$ cat config.mk
export PLATFORM = sky130hd
export DESIGN_NAME = packet_demux
export DESIGN_NICKNAME = d
export VERILOG_FILES = /design/src/rtl/packet_demux.sv
export SDC_FILE = /design/constraint.sdc
export NUM_CORES = 1
export LEC_CHECK = 0
export BUFFER_PORTS_ARGS = -buffer_cell sky130_fd_sc_hd__clkbuf_2
export CORE_AREA = 2 2 68 119
export CTS_BUF_LIST = sky130_fd_sc_hd__clkbuf_4
export DETAILED_ROUTE_END_ITERATION = 6
export DIE_AREA = 0 0 70 121
export GPL_ROUTABILITY_DRIVEN = 0
export PLACE_DENSITY = 0.74
export SLEW_MARGIN = 10
export SYNTH_ARGS = -nofsm -noshare
export SYNTH_HDL_FRONTEND = slang
export SYNTH_SLANG_ARGS = --single-unit
export TNS_END_PERCENT = 5
$ cat constraint.sdc
create_clock -name clk -period 4.2 [get_ports clk]
set_input_delay 0.42 -clock clk [delete_from_list [all_inputs] [get_ports clk]]
set_output_delay 0.42 -clock clk [all_outputs]
set_load 0.005 [all_outputs]
$ cat src/rtl/packet_demux.sv
// packet_demux: reassembles INPUT_WORDS-word items from a header/payload word stream
// and routes each item to a per-channel single-entry output register.
// Optional feature: define PACKET_DEMUX_ERR_COUNT_EN to add a saturating 16-bit
// err_count port that counts discarded invalid header words.
module packet_demux #(
    parameter int CHANNEL_COUNT = 4,
    parameter int WORD_SIZE = 8,
    parameter int INPUT_WORDS = 2,
    parameter int SEGMENT_SIZE = 4,
    parameter logic [WORD_SIZE-1:0] HEADER_TEMPLATE = 8'h80,
    parameter int HEADER_COUNT_SHIFT = 0,
    parameter int HEADER_CHANNEL_SHIFT = 4,
    parameter int HEADER_END_SHIFT = 6
) (
    input  logic clk,
    input  logic rst_n,
    input  logic in_valid,
    output logic in_ready,
    input  logic [WORD_SIZE-1:0] in_data,
    output logic [CHANNEL_COUNT-1:0] out_valid,
    input  logic [CHANNEL_COUNT-1:0] out_ready,
    output logic [CHANNEL_COUNT-1:0] out_end,
    output logic [CHANNEL_COUNT*INPUT_WORDS*WORD_SIZE-1:0] out_data
`ifdef PACKET_DEMUX_ERR_COUNT_EN
    ,
    output logic [15:0] err_count
`endif
);
    localparam int CW = $clog2(SEGMENT_SIZE) + 1;
    localparam int HW = CHANNEL_COUNT > 1 ? $clog2(CHANNEL_COUNT) : 1;
    localparam int IWW = INPUT_WORDS > 1 ? $clog2(INPUT_WORDS) : 1;
    localparam int ITEM_W = INPUT_WORDS * WORD_SIZE;
    localparam int SW = ITEM_W - WORD_SIZE;
    localparam logic [WORD_SIZE-1:0] FIELD_MASK = HEADER_TEMPLATE
        | WORD_SIZE'(((1 << CW) - 1) << HEADER_COUNT_SHIFT)
        | WORD_SIZE'(((1 << HW) - 1) << HEADER_CHANNEL_SHIFT)
        | WORD_SIZE'(1 << HEADER_END_SHIFT);

    typedef enum logic {SYNC, PAYLOAD} state_t;

    state_t state, state_next;
    logic [HW-1:0] ch;
    logic [CW-1:0] cnt;
    logic seg_end;
    logic [IWW-1:0] word_idx;
    logic [CW-1:0] item_idx;
    logic [SW-1:0] shift_reg;
    logic [CW-1:0] hdr_cnt;
    logic [HW-1:0] hdr_ch;
    logic hdr_end, hdr_ok, accept, last_word, last_item, complete;
    logic [ITEM_W-1:0] item;

    assign hdr_cnt = in_data[HEADER_COUNT_SHIFT +: CW];
    assign hdr_ch = in_data[HEADER_CHANNEL_SHIFT +: HW];
    assign hdr_end = in_data[HEADER_END_SHIFT];
    assign hdr_ok = ((in_data & HEADER_TEMPLATE) == HEADER_TEMPLATE) && hdr_cnt != '0
        && 32'(hdr_cnt) <= SEGMENT_SIZE && 32'(hdr_ch) < CHANNEL_COUNT
        && (in_data & ~FIELD_MASK) == '0;
    assign accept = in_valid && in_ready;
    assign last_word = state == PAYLOAD && word_idx == IWW'(INPUT_WORDS - 1);
    assign last_item = item_idx == cnt - CW'(1);
    assign complete = accept && last_word;
    // The first word of an item ends up most significant.
    assign item = {shift_reg, in_data};

    // State register.
    always_ff @(posedge clk) begin
        if (!rst_n) state <= SYNC;
        else state <= state_next;
    end

    // Next state: a valid header opens a segment, its last item closes it.
    always_comb begin
        state_next = !accept ? state
                   : state == SYNC ? (hdr_ok ? PAYLOAD : SYNC)
                   : (last_word && last_item ? SYNC : PAYLOAD);
    end

    // Stall only the word that would complete an item into a full, unpopped register.
    always_comb begin
        in_ready = !(last_word && out_valid[ch] && !out_ready[ch]);
    end

    // Header context, word/item counters and the item assembly register.
    always_ff @(posedge clk) begin
        if (!rst_n) begin
            ch <= '0;
            cnt <= '0;
            seg_end <= 1'b0;
            word_idx <= '0;
            item_idx <= '0;
            shift_reg <= '0;
        end else if (accept && state == SYNC) begin
            if (hdr_ok) begin
                ch <= hdr_ch;
                cnt <= hdr_cnt;
                seg_end <= hdr_end;
                word_idx <= '0;
                item_idx <= '0;
            end
        end else if (accept) begin
            shift_reg <= item[SW-1:0];
            word_idx <= last_word ? '0 : word_idx + IWW'(1);
            item_idx <= last_word ? item_idx + CW'(1) : item_idx;
        end
    end

    // Per-channel output registers: a load wins over a simultaneous pop.
    always_ff @(posedge clk) begin
        if (!rst_n) begin
            out_valid <= '0;
            out_end <= '0;
            out_data <= '0;
        end else begin
            for (int c = 0; c < CHANNEL_COUNT; c++) begin
                if (complete && ch == HW'(c)) begin
                    out_valid[c] <= 1'b1;
                    out_end[c] <= seg_end && last_item;
                    out_data[c*ITEM_W +: ITEM_W] <= item;
                end else if (out_valid[c] && out_ready[c]) begin
                    out_valid[c] <= 1'b0;
                    out_end[c] <= 1'b0;
                    out_data[c*ITEM_W +: ITEM_W] <= '0;
                end
            end
        end
    end

`ifdef PACKET_DEMUX_ERR_COUNT_EN
    // Saturating count of discarded header words.
    always_ff @(posedge clk) begin
        if (!rst_n) err_count <= '0;
        else if (accept && state == SYNC && !hdr_ok && err_count != 16'hFFFF) err_count <= err_count + 16'd1;
    end
`endif
endmodule
Word-level counts from Yosys, hierarchy flattened
Index checks and enable logic that the tools add are counted.
- flip-flop bits (word level): 91
- output and inout port bits: 73
- word-level logic and storage cells: 100
- add/sub/neg operators: 3
- $lt $le $gt $ge: 2
- equal/unequal tests: 5
- mux-type cells: 35
- bitwise operators: 2
- reduce and logical (&&, ||, !) cells: 34
- operators with widths (kind ; number):
    2-to-1 mux 16 bit ; 8
    2-to-1 mux 1 bit ; 21
    logical AND 1 bit ; 19
    2-to-1 mux 3 bit ; 4
    nonzero test 2 bit ; 6
    zero test 8 bit ; 1
    AND reduction 2 bit ; 3
    binary-select mux 1 bit (select 2 bit) ; 2
    == test 2 bit (second input constant) ; 2
    adder 3 x 1 -> 3 bit (second input constant) ; 1
    == test 3 bit ; 1
    less-or-equal comparator 3 bit (second input constant) ; 1
    less-than comparator 2 x 3 -> 1 bit (second input constant) ; 1
    AND reduction 3 bit ; 1
    nonzero test 3 bit ; 1
    subtractor 3 x 1 -> 3 bit (second input constant) ; 1
    == test 2 x 1 -> 1 bit (second input constant) ; 1
    zero test 1 bit ; 2
    zero test 2 bit ; 1
    inequality test 2 bit (second input constant) ; 1
    NOT 1 bit ; 2
    adder 1 bit (second input constant) ; 1

Depth between registers and ports, before layout
Gate-level depths: netlist (run 1).
- depth after elaboration: 9
- gate-level depth with buffers: 7

Least setup slack after synthesis (run 1)
Ideal clock, no wire load.
- kind: in2reg
- start: in out_ready[1]
- end: reg out_end[0]
- setup time: 0.130 ns
- arrival: 1.832 ns
- data required time: 4.070 ns
- setup slack: 2.238 ns
- stages: 7
- buffers on the path: 2
- cell sequence: nor2b_1 mux4_2 a2111o_1 buf_2 buf_6 nand3_2 o31ai_1
- longest elaborated chain between the ends: 9
- elaborated cells on any way between the ends: 10
- ends and longest elaborated chain (what ; line ; text):
    start, declared ; 21 ; input logic [CHANNEL_COUNT-1:0] out_ready,
    binary-select mux 1 bit (select 2 bit) * ; 81 ; in_ready = !(last_word && out_valid[ch] && !out_ready[ch]);
    2-to-1 mux 1 bit (not written as such) * ; 81 ;
    zero test 1 bit * ; 81 ;
    logical AND 1 bit * ; 81 ;
    zero test 1 bit * ; 81 ;
    logical AND 1 bit * ; 59 ; assign accept = in_valid && in_ready;
    logical AND 1 bit * ; 62 ; assign complete = accept && last_word;
    logical AND 1 bit * ; 116 ; if (complete && ch == HW'(c)) begin
    2-to-1 mux 1 bit / nonzero test 2 bit (equally long branches) ; n/a ;
    end signal, assigned by index ; 118 ; out_end[c] <= seg_end && last_item;
    end, declared ; 22 ; output logic [CHANNEL_COUNT-1:0] out_end,
Mark *: on every way between the ends. The rest lies on a longest branch, timed or not. The select of a mux whose other input is x is not followed.
A chain may end at the register's enable or synchronous reset.

Worst setup path in the final report (run 1)
- start: reg ch[1]
- end: out in_ready
- longest elaborated chain between the ends: 5
- elaborated cells on any way between the ends: 8
- ends and longest elaborated chain (what ; line ; text):
    start, declared ; 42 ; logic [HW-1:0] ch;
    start signal, assigned ; 95 ; ch <= hdr_ch;
    binary-select mux 1 bit (select 2 bit) ; 81 ;
    2-to-1 mux 1 bit (not written as such) ; 81 ;
    logical AND 1 bit / zero test 1 bit (equally long branches) ; 81 ;
    logical AND 1 bit * ; 81 ;
    zero test 1 bit * ; 81 ;
    end, declared ; 18 ; output logic in_ready,
Marks and branches as above.

==> flow_summary.toml, run 1 <==
[route]
drt_iter0_markers = 246
drc = 0
routed_wl_um = 9564
vias = 3252
viasPerCell = 5.549
first_pass_iters = 4
post_drt_wl_per_cell_um = 16.32
drtAntennaViolNets = 0

[timing]
tightest_slew_ps = 1131
setup_viol = 0
relSlewSlack_pct = 24.32
fin_crit_sh_pct = 54.00
whs_ps = 272.8
fin_crit_ps = 2268
setup_tns_ps = 0
finalMaxSlewViolations = 0
rsz0062_at_grt = "false"
fin_worst_skew_ps = 21.70
finalHoldViolCount = 0
fmax_mhz = 440.9

[power]
p_leak_uw = 0.001664
pwr-share-clk_pct = 41.6
switching_share_pct = 21.83
power_density_nw_per_um2 = 370.5
internal-power_uw = 1245
p_sw_uw = 347.6
ir_worst_vdd_uv = 194.1
combPwrFrac_pct = 3.6
seq_power_share_pct = 54.8

[placement]
place_area_um2 = 4089
io_buffers = 87
dp_hpwl_um = 6780

[worst_setup_path]
end_kind = "output pin"
cp_slowest_cell = "mux4_2"
path_buf_inv = 1
path_max_fanout = 10
path_delay_family = "multiplexers"
path_cells = "mux4_2, nand2_1, clkbuf_2"
max_stage_delay_ps = 610
crit_required_ps = 3780
start_kind = "flop"
path_class = "flop to output pin"
cp.arrival_ps = 1850

[final_layout]
design_area_um2 = 4298
largest_reg_flops = 64
syn_to_final_growth_pct = 17.32
drive_above_1_share_pct = 27.97
nNetsFinal = 509
final_util_pct = 57.60

[die]
row_count = 42
die_h_um = 121
core_um2 = 7462
initial_core_util_pct = 49.09
io_pins = 88
die_w_um = 70
dieArea_um2 = 8470

[clock_tree]
clk_pin_slew_worst_paths_ps = 160
clk-insertion-delay-late_ps = 460
cts_tree = "yes"
clock-sinks = 91
postCtsSetupRepairBufs = 0
clockBufferDepth = 2
cts_hold_buf = 0
postCtsResizedCells = 0
htree_levels = 3
clock-root-buffer = "clkbuf_4"
cts_buffers = 9

[hold_path]
hold_class = "input port to flop"

[logic_synthesis]
synth.area.top_cells = "dfxtp_1 (50%), nand3_1 (8.3%), nand2_1 (7.8%), a21oi_1 (7.7%), mux2i_1 (4.1%)"
synth_enable_flop_cells = 0
syn-num-nets = 438
yosysTopAreaCellShare_pct = 49.73
synth_seq_cells = 91
async_reset_ff_share_pct = 0
synth_largest_area_cell = "dfxtp_1"
avgSynthCellArea_um2 = 8.702
yosysSeqAreaShare_pct = 49.73
synthDistinctLibCells = 38
ys_warn_count = 0
syn_area_um2 = 3664
netlist_instances = 421
synth_ff_type = "dfxtp_1"

[grt]
grt_max_degree = 55
grt_pass1_vias = 2915
grt_usage_pct = 22.77
antenna_found_initial = 1
gr-total-overflow = 0
grt_pass1_wl_um = 14880

[status]
outcome = "complete, no violations"

[run]
max-cap-violations = 0
==> through the flow <==
stage | std cells | power [uW] | worst slack (ps)
finish | 586 | 1592 | 1932
global route | 586 | 1630 | 1862
CTS | 585 | 1595 | 1929
detailed placement | 569 | 947.2 | 1963
global placement | 569 | 946.6 | 2035
floorplan | 421 | 924.7 | 2238
==> layout make-up <==
cell class	instances	area [um^2]
inverters	4	15.01
well taps	88	110.1
diodes	1	2.502
multi-input cells	295	1677
repair buffers	91	465.4
clock buffers	9	67.56
fillers	690	3164
flip-flops and latches	91	1822
clock inverters	7	138.9
==> worst min-delay path, delay by kind of cell <==
kind	cells	cell delay (ps)
AOI/OAI and AO/OA	1	50
and+or+nand+nor	1	80
buffers and inverters	2	160
==> power groups by stage <==
stage	Combinational (uW)	Clock (uW)	Sequential, uW
6_report	57.3	663	872
5_1_grt	62.2	695	873
4_1_cts	56.8	666	872
3_5_place_dp	56.5	0	891
3_3_place_gp	56.2	0	890
2_1_floorplan	36.6	0	888
==> per-layer routing <==
layer  track usage, %  up-vias  share of wire [%]
met5                0        -                  0
met4            11.18        0                2.2
met3            3.405       14                4.1
met2            39.64       83                 53
met1            27.06     1557                 40
li1                 -     1598                  -
==> Yosys cell counts, drive strengths merged, types with 2 or more instances <==
| cell type | n |
|---|---|
| dfxtp | 91 |
| nand2 | 76 |
| nand3 | 69 |
| a21oi | 58 |
| nor2 | 23 |
| clkbuf | 22 |
| o21ai | 18 |
| mux2i | 15 |
| buf | 9 |
| nor2b | 5 |
| inv | 4 |
| nand2b | 3 |
| nor3 | 3 |
| o21a | 3 |
| ha | 2 |
| nand4b | 2 |
| nor3b | 2 |
| xnor2 | 2 |
==> kinds of logic (layout without fill, tap and decap cells) <==
kind of cell | after synthesis | after routing | share of synthesized area, %
xor+xnor | 3 | 3 | 1.127
other cells | 0 | 1 | 0
fa+ha+maj | 2 | 2 | 0.6830
compound gates | 85 | 85 | 14.31
mux | 16 | 16 | 4.713
buf+inv | 35 | 111 | 4.508
simple gates | 189 | 189 | 24.93
flops | 91 | 91 | 49.73
==> path summary, 6_finish.rpt <==
check,startpoint,to,slack [ps],cells past startpoint
max,ch[1],in_ready,1930,3
min,out_ready[0],out_valid[0],270,4
max reg2reg,ch[1],out_end[0],1970,4
min reg2reg,out_data[8],out_data[8],470,2
==> cell usage in the layout (no fill, tap or decap), types with 2 or more instances in the layout <==
master      n
a21oi_1    56
a21oi_2     2
buf_4       4
bufinv_16   4
clkbuf_2   87
clkbuf_4    9
clkinv_2    2
dfxtp_1    91
ha_1        2
inv_1       3
mux2i_1    15
nand2_1    76
nand2b_1    3
nand3_1    61
nand3_2     8
nand4b_1    2
nor2_1     23
nor2b_1     5
nor3_1      2
nor3b_1     2
o21a_1      3
o21ai_0     2
o21ai_2    16
xnor2_1     2
Power figures use the tool's default switching activity.
==> run 2: changes to the inputs <==
--- a/config.mk
+++ b/config.mk
@@ -5,13 +5,14 @@
 export SDC_FILE = /design/constraint.sdc
 export NUM_CORES = 1
 export LEC_CHECK = 0
+export ABC_AREA = 1
 export BUFFER_PORTS_ARGS = -buffer_cell sky130_fd_sc_hd__clkbuf_2
-export CORE_AREA = 2 2 68 119
+export CORE_AREA = 2 2 70 122
 export CTS_BUF_LIST = sky130_fd_sc_hd__clkbuf_4
 export DETAILED_ROUTE_END_ITERATION = 6
-export DIE_AREA = 0 0 70 121
+export DIE_AREA = 0 0 72 124
 export GPL_ROUTABILITY_DRIVEN = 0
-export PLACE_DENSITY = 0.74
+export PLACE_DENSITY = 0.73
 export SLEW_MARGIN = 10
 export SYNTH_ARGS = -nofsm -noshare
 export SYNTH_HDL_FRONTEND = slang
==> constraint.sdc (replaced) <==
create_clock -name clk -period 2.3 [get_ports clk]
set_input_delay 0.23 -clock clk [delete_from_list [all_inputs] [get_ports clk]]
set_output_delay 0.23 -clock clk [all_outputs]
set_load 0.005 [all_outputs]
==> run 2 against run 1 <==
Net effect: clock power increased by 32%; combinational power increased to 2.9 times the previous value; cell count increased by 12%; cell area increased by 5.0%; critical endpoint unchanged; largest power group unchanged.
==> flow_summary.toml, run 2 <==
[placement]
io_buffers = 87
dp_slack_ps = 323.4
dp_hpwl_um = 7785
placedCellCount = 639

[route]
first_pass_iters = 5
post_drt_wl_per_cell_um = 17.58
drc = 0
routed_wl_um = 11530
drt_iter0_markers = 393
vias = 3958
drtAntennaViolNets = 0
viasPerCell = 6.034

[die]
initial_core_util_pct = 49.38
die_h_um = 124
core_um2 = 7909
die_w_um = 72
row_count = 43
io_pins = 88
dieArea_um2 = 8928

[worst_setup_path]
crit_required_ps = 2070
path_max_fanout = 10
max_stage_delay_ps = 570
rrSetupSlack_ps = 270
path_buf_inv = 2
rr_startpoint = "ch[1]"
path_class = "flop to output pin"
start_kind = "flop"
path_delay_family = "flip-flops"
cp.arrival_ps = 1850
worstReg2RegEnd = "out_data[10]"
crit_path_frequent_cell = "nand3_1"
cp_slowest_cell = "dfxtp_1"
path_cells = "inv_4, nand3_1, nand3_1, nor2_2, nand2_4, clkbuf_2"
end_kind = "output pin"
r2r.worst_path.cells = 7

[clock_tree]
clock-root-buffer = "clkbuf_4"
htree_levels = 3
clk-insertion-delay-late_ps = 460
clk_pin_slew_worst_paths_ps = 140
postCtsResizedCells = 0
clock-sinks = 91
postCtsSetupRepairBufs = 0
cts_buffers = 9
cts_tree = "yes"
clockBufferDepth = 2
cts_hold_buf = 0

[logic_synthesis]
avgSynthCellArea_um2 = 7.921
ys_warn_count = 0
syn-num-nets = 510
netlist_instances = 493
synth.area.top_cells = "dfxtp_1 (47%), a21oi_1 (11%), nand4_1 (11%), nand3_1 (11%), nand2_1 (5.8%)"
yosysMostFrequentCell = "dfxtp_1"
synth_enable_flop_cells = 0
synth_commonest_cells = "dfxtp_1 (91), a21oi_1 (88), nand3_1 (86)"
yosysTopAreaCellShare_pct = 46.65
synthDistinctLibCells = 27
synth_ff_type = "dfxtp_1"
synth_seq_cells = 91
yosysSeqAreaShare_pct = 46.65
synth_largest_area_cell = "dfxtp_1"
syn_area_um2 = 3905
async_reset_ff_share_pct = 0

[power]
pwr-share-clk_pct = 33.2
seq_power_share_pct = 60.5
internal-power_uw = 1967
p_sw_uw = 675.5
combPwrFrac_pct = 6.4
ir_worst_vdd_uv = 392.0
switching_share_pct = 25.57
power_uw = 2642
power_density_nw_per_um2 = 585.6
p_leak_uw = 0.001812

[timing]
fin_crit_sh_pct = 90.39
tightest_slew_ps = 608.9
setup_slack_ps = 221.1
finalHoldViolCount = 0
finalMaxSlewViolations = 0
fmax_mhz = 481.0
rsz0062_at_grt = "false"
setup_tns_ps = 0
setup_viol = 0
relSlewSlack_pct = 59.31
fin_worst_skew_ps = 15.93
fin_crit_ps = 2079

[hold_path]
hold_depth = 3
hp-start = "rst_n"
hold_class = "input port to flop"
whs_endpoint = "item_idx[0]"

[final_layout]
largest_reg_flops = 64
syn_to_final_growth_pct = 15.54
nNetsFinal = 577
final_common_cell = "dfxtp_1"
drive_above_1_share_pct = 22.83
final_cells = 656
most-common-layout-cells = "dfxtp_1 (91), a21oi_1 (88), clkbuf_2 (87)"

[grt]
grt_pass1_wl_um = 17970
gr-total-overflow = 0
grt_max_degree = 40
grt_usage_pct = 26.37
grt_pass1_vias = 3455
antenna_found_initial = 1

[status]
outcome = "complete, no violations"

[run]
max-cap-violations = 0
## run 2: logic make-up (layout without fill, tap and decap cells)
group	count (synthesis)	after routing	synth area share (%)
and+or+nand+nor	238	238	32.17
AOI/OAI and AO/OA	91	91	11.95
DFF	91	91	46.65
buffers and inverters	67	139	7.658
xor gates and xnor gates	3	3	0.6730
adders and majority gates	2	2	0.6407
muxes	1	1	0.2563
other	0	1	0
## run 2: how the worst max path moves through the flow
stage,startpoint,end,slack (ps),cells after the start
floorplan,ch[1],out_data[56],720,10
global placement,ch[0],out_data[2],420,9
detailed placement,ch[1],out_data[10],320,7
finish,ch[0],in_ready,220,6
global route,ch[0],out_data[12],90,9
CTS,ch[0],in_ready,220,6
## run 2: routing by layer
layer / vias to the layer above / track usage (%) / wire (um)
met2: 181 / 42.13 / 5598
li1: 1896 / - / -
met3: 27 / 5.097 / 894
met1: 1854 / 33.67 / 4692
met5: - / 0 / 0
met4: 0 / 13.33 / 348
## run 2: final cells by class
| cell class | instances | area, um^2 |
|---|---|---|
| fillers | 759 | 3397 |
| flip-flops and latches | 91 | 1822 |
| multi-input cells | 335 | 1784 |
| repair buffers | 100 | 570.5 |
| well taps | 90 | 112.6 |
| inverters | 23 | 88.84 |
| clock buffers | 10 | 75.07 |
| clock inverters | 6 | 56.30 |
| diodes | 1 | 2.502 |
## run 2: worst register-to-register path, stage by stage (launching register included)
cell	delay (ps)
dfxtp_1	640
inv_1	120
nand2_1	90
nand2_1	130
nand2_4	190
nand4_2	430
nand3_1	230
a21oi_1	80
## run 2: power groups by stage
stage / Sequential (uW) / Combinational (uW) / Clock (uW)
after floorplan: 1620 / 105 / 0
after global placement: 1630 / 160 / 0
after CTS: 1600 / 165 / 887
after global routing: 1600 / 182 / 944
final: 1600 / 168 / 877
after detailed placement: 1630 / 164 / 0
## run 2: stage by stage
step / cell area [um^2] / util (%) / hold WS, ps
6_report: 4512 / 57.05 / 45.36
2_1_floorplan: 3905 / - / 350.7
5_1_grt: 4512 / 57.05 / 62.14
4_1_cts: 4509 / 57.02 / 29.55
3_3_place_gp: 4378 / 55.36 / 455.0
3_5_place_dp: 4378 / 55.36 / 456.0
==> run 3: changes to the inputs <==
--- a/config.mk
+++ b/config.mk
@@ -7,12 +7,13 @@
 export LEC_CHECK = 0
 export ABC_AREA = 1
 export BUFFER_PORTS_ARGS = -buffer_cell sky130_fd_sc_hd__clkbuf_2
-export CORE_AREA = 2 2 70 122
+export CORE_AREA = 2 2 75 130
 export CTS_BUF_LIST = sky130_fd_sc_hd__clkbuf_4
 export DETAILED_ROUTE_END_ITERATION = 6
-export DIE_AREA = 0 0 72 124
+export DIE_AREA = 0 0 77 132
 export GPL_ROUTABILITY_DRIVEN = 0
-export PLACE_DENSITY = 0.73
+export PLACE_DENSITY = 0.66
+export RECOVER_POWER = 25
 export SLEW_MARGIN = 10
 export SYNTH_ARGS = -nofsm -noshare
 export SYNTH_HDL_FRONTEND = slang
==> constraint.sdc (replaced) <==
create_clock -name clk -period 1.97 [get_ports clk]
set_input_delay 0.197 -clock clk [delete_from_list [all_inputs] [get_ports clk]]
set_output_delay 0.197 -clock clk [all_outputs]
set_load 0.005 [all_outputs]
==> run 3 against run 2 <==
Net effect: worst setup slack lost 110 ps; clock skew decreased by 1.1 ps; combinational power is 23% higher; sequential share of layout area decreased by 1.0 points; highest routed layer unchanged; die area rose by 14%; cell count is 5.5% higher.
==> flow_summary.toml, run 3 (synthesis results as in run 2) <==
[route]
viasPerCell = 5.634
post_drt_wl_per_cell_um = 17.30
drc = 0
drtAntennaViolNets = 0
routed_wl_um = 11970
first_pass_iters = 4
vias = 3899
drt_iter0_markers = 225

[run]
max-cap-violations = 0

[power]
ir_worst_vdd_uv = 425.9
seq_power_share_pct = 57.7
internal-power_uw = 2422
pwr-share-clk_pct = 35.9
switching_share_pct = 24.99
power_density_nw_per_um2 = 696.2
combPwrFrac_pct = 6.4
p_leak_uw = 0.001805
p_sw_uw = 807.1

[final_layout]
largest_reg_flops = 64
drive_above_1_share_pct = 21.89
final_common_cell = "dfxtp_1"
most-common-layout-cells = "dfxtp_1 (89), a21oi_1 (88), nand3_1 (86)"
nNetsFinal = 583
syn_to_final_growth_pct = 18.78

[placement]
dp_slack_ps = 115.3
dp_hpwl_um = 8188
io_buffers = 87

[clock_tree]
clk-insertion-delay-late_ps = 450
cts_tree = "yes"
clock-root-buffer = "clkbuf_4"
cts_hold_buf = 0
clock-sinks = 91
cts_buffers = 9
postCtsSetupRepairBufs = 0
clk_pin_slew_worst_paths_ps = 150
clockBufferDepth = 2
htree_levels = 3
postCtsResizedCells = 0

[worst_setup_path]
crit_required_ps = 2320
start_kind = "flop"
path_class = "flop to flop"
rr_startpoint = "ch[0]"
rrSetupSlack_ps = 110
path_max_fanout = 18
worstReg2RegEnd = "out_data[34]"
cp.arrival_ps = 2210
end_kind = "flop"
r2r.worst_path.cells = 9

[die]
initial_core_util_pct = 42.94
die_w_um = 77
row_count = 46
die_h_um = 132
dieArea_um2 = 10160
io_pins = 88
core_um2 = 9094

[timing]
finalMaxSlewViolations = 0
setup_slack_ps = 108.1
fin_crit_ps = 1862
setup_viol = 0
tightest_slew_ps = 627.9
fin_worst_skew_ps = 14.80
setup_tns_ps = 0
fin_crit_sh_pct = 94.51
fmax_mhz = 537.1
relSlewSlack_pct = 58.04
rsz0062_at_grt = "true"
finalHoldViolCount = 0

[grt]
antenna_found_initial = 1
grt_pass1_wl_um = 19100
grt_pass1_vias = 3624
grt_max_degree = 74
gr-total-overflow = 0
grt_usage_pct = 23.46

[hold_path]
hold_depth = 4
hp-start = "out_ready[3]"
whs_endpoint = "out_valid[3]"
hold_class = "input port to flop"

[status]
outcome = "complete, no violations"
[run 3: cell types whose count changed in the layout (fill, tap and decap cells not counted), moves of 2 or more]
| cell | previous run | this run |
|---|---|---|
| dfxtp_1 | 91 | 89 |
| clkbuf_1 | 0 | 13 |
| buf_4 | 10 | 15 |
| clkinv_2 | 3 | 1 |
| clkbuf_2 | 87 | 74 |
| dfxtp_2 | 0 | 2 |
[run 3: layout make-up]
cell class,count,area (um^2)
diodes,1,2.502
clock buffers,9,67.56
clock inverters,7,92.59
fillers,944,4456
inverters,23,88.84
multi-input cells,335,1800
flip-flops and latches,91,1824
well taps,120,150.1
repair buffers,106,611.8
[run 3: layer usage]
metal	part of all wire [%]	track usage, %	vias up
met5	0	0	-
met4	4.0	11.31	0
met3	6.6	6.233	33
met2	49	37.38	139
met1	41	29.32	1816
li1	-	-	1911
[run 3: power by group through the flow]
stage	registers [uW]	logic (uW)	clock network, uW
2_1_floorplan	1900	122	0
3_3_place_gp	1900	200	0
3_5_place_dp	1900	201	0
4_1_cts	1860	202	1170
5_1_grt	1870	223	1240
6_report	1860	206	1160
[run 3: worst max-delay path, cell delays in order, from the launching register on]
cell and delay, ps:
dfxtp_2 370, buf_4 160, nand2_1 60, nand2_1 50, nand2_1 60, nand2_1 130, nand2_4 180, nand4_2 430
nand3_1 230, a21oi_1 90
[run 3: how the worst max path moves through the flow]
| stage | start | endpoint | cells after the start |
|---|---|---|---|
| floorplan | ch[1] | out_data[56] | 10 |
| global placement | ch[1] | shift_reg[0] | 10 |
| detailed placement | ch[0] | out_data[34] | 9 |
| CTS | ch[1] | in_ready | 7 |
| global route | ch[0] | out_data[16] | 9 |
| finish | ch[0] | out_data[34] | 9 |
[run 3: metrics by stage]
stage	hold WS [ps]	cells	instance area [um^2]	utilization [%]	power [uW]
floorplan	317.7	493	3905	-	2020
global placement	453.4	675	4473	49.19	2103
detailed placement	456.0	675	4473	49.19	2105
CTS	12.69	691	4633	50.95	3234
global route	32.79	692	4638	51.00	3330
finish	29.09	692	4638	51.00	3229
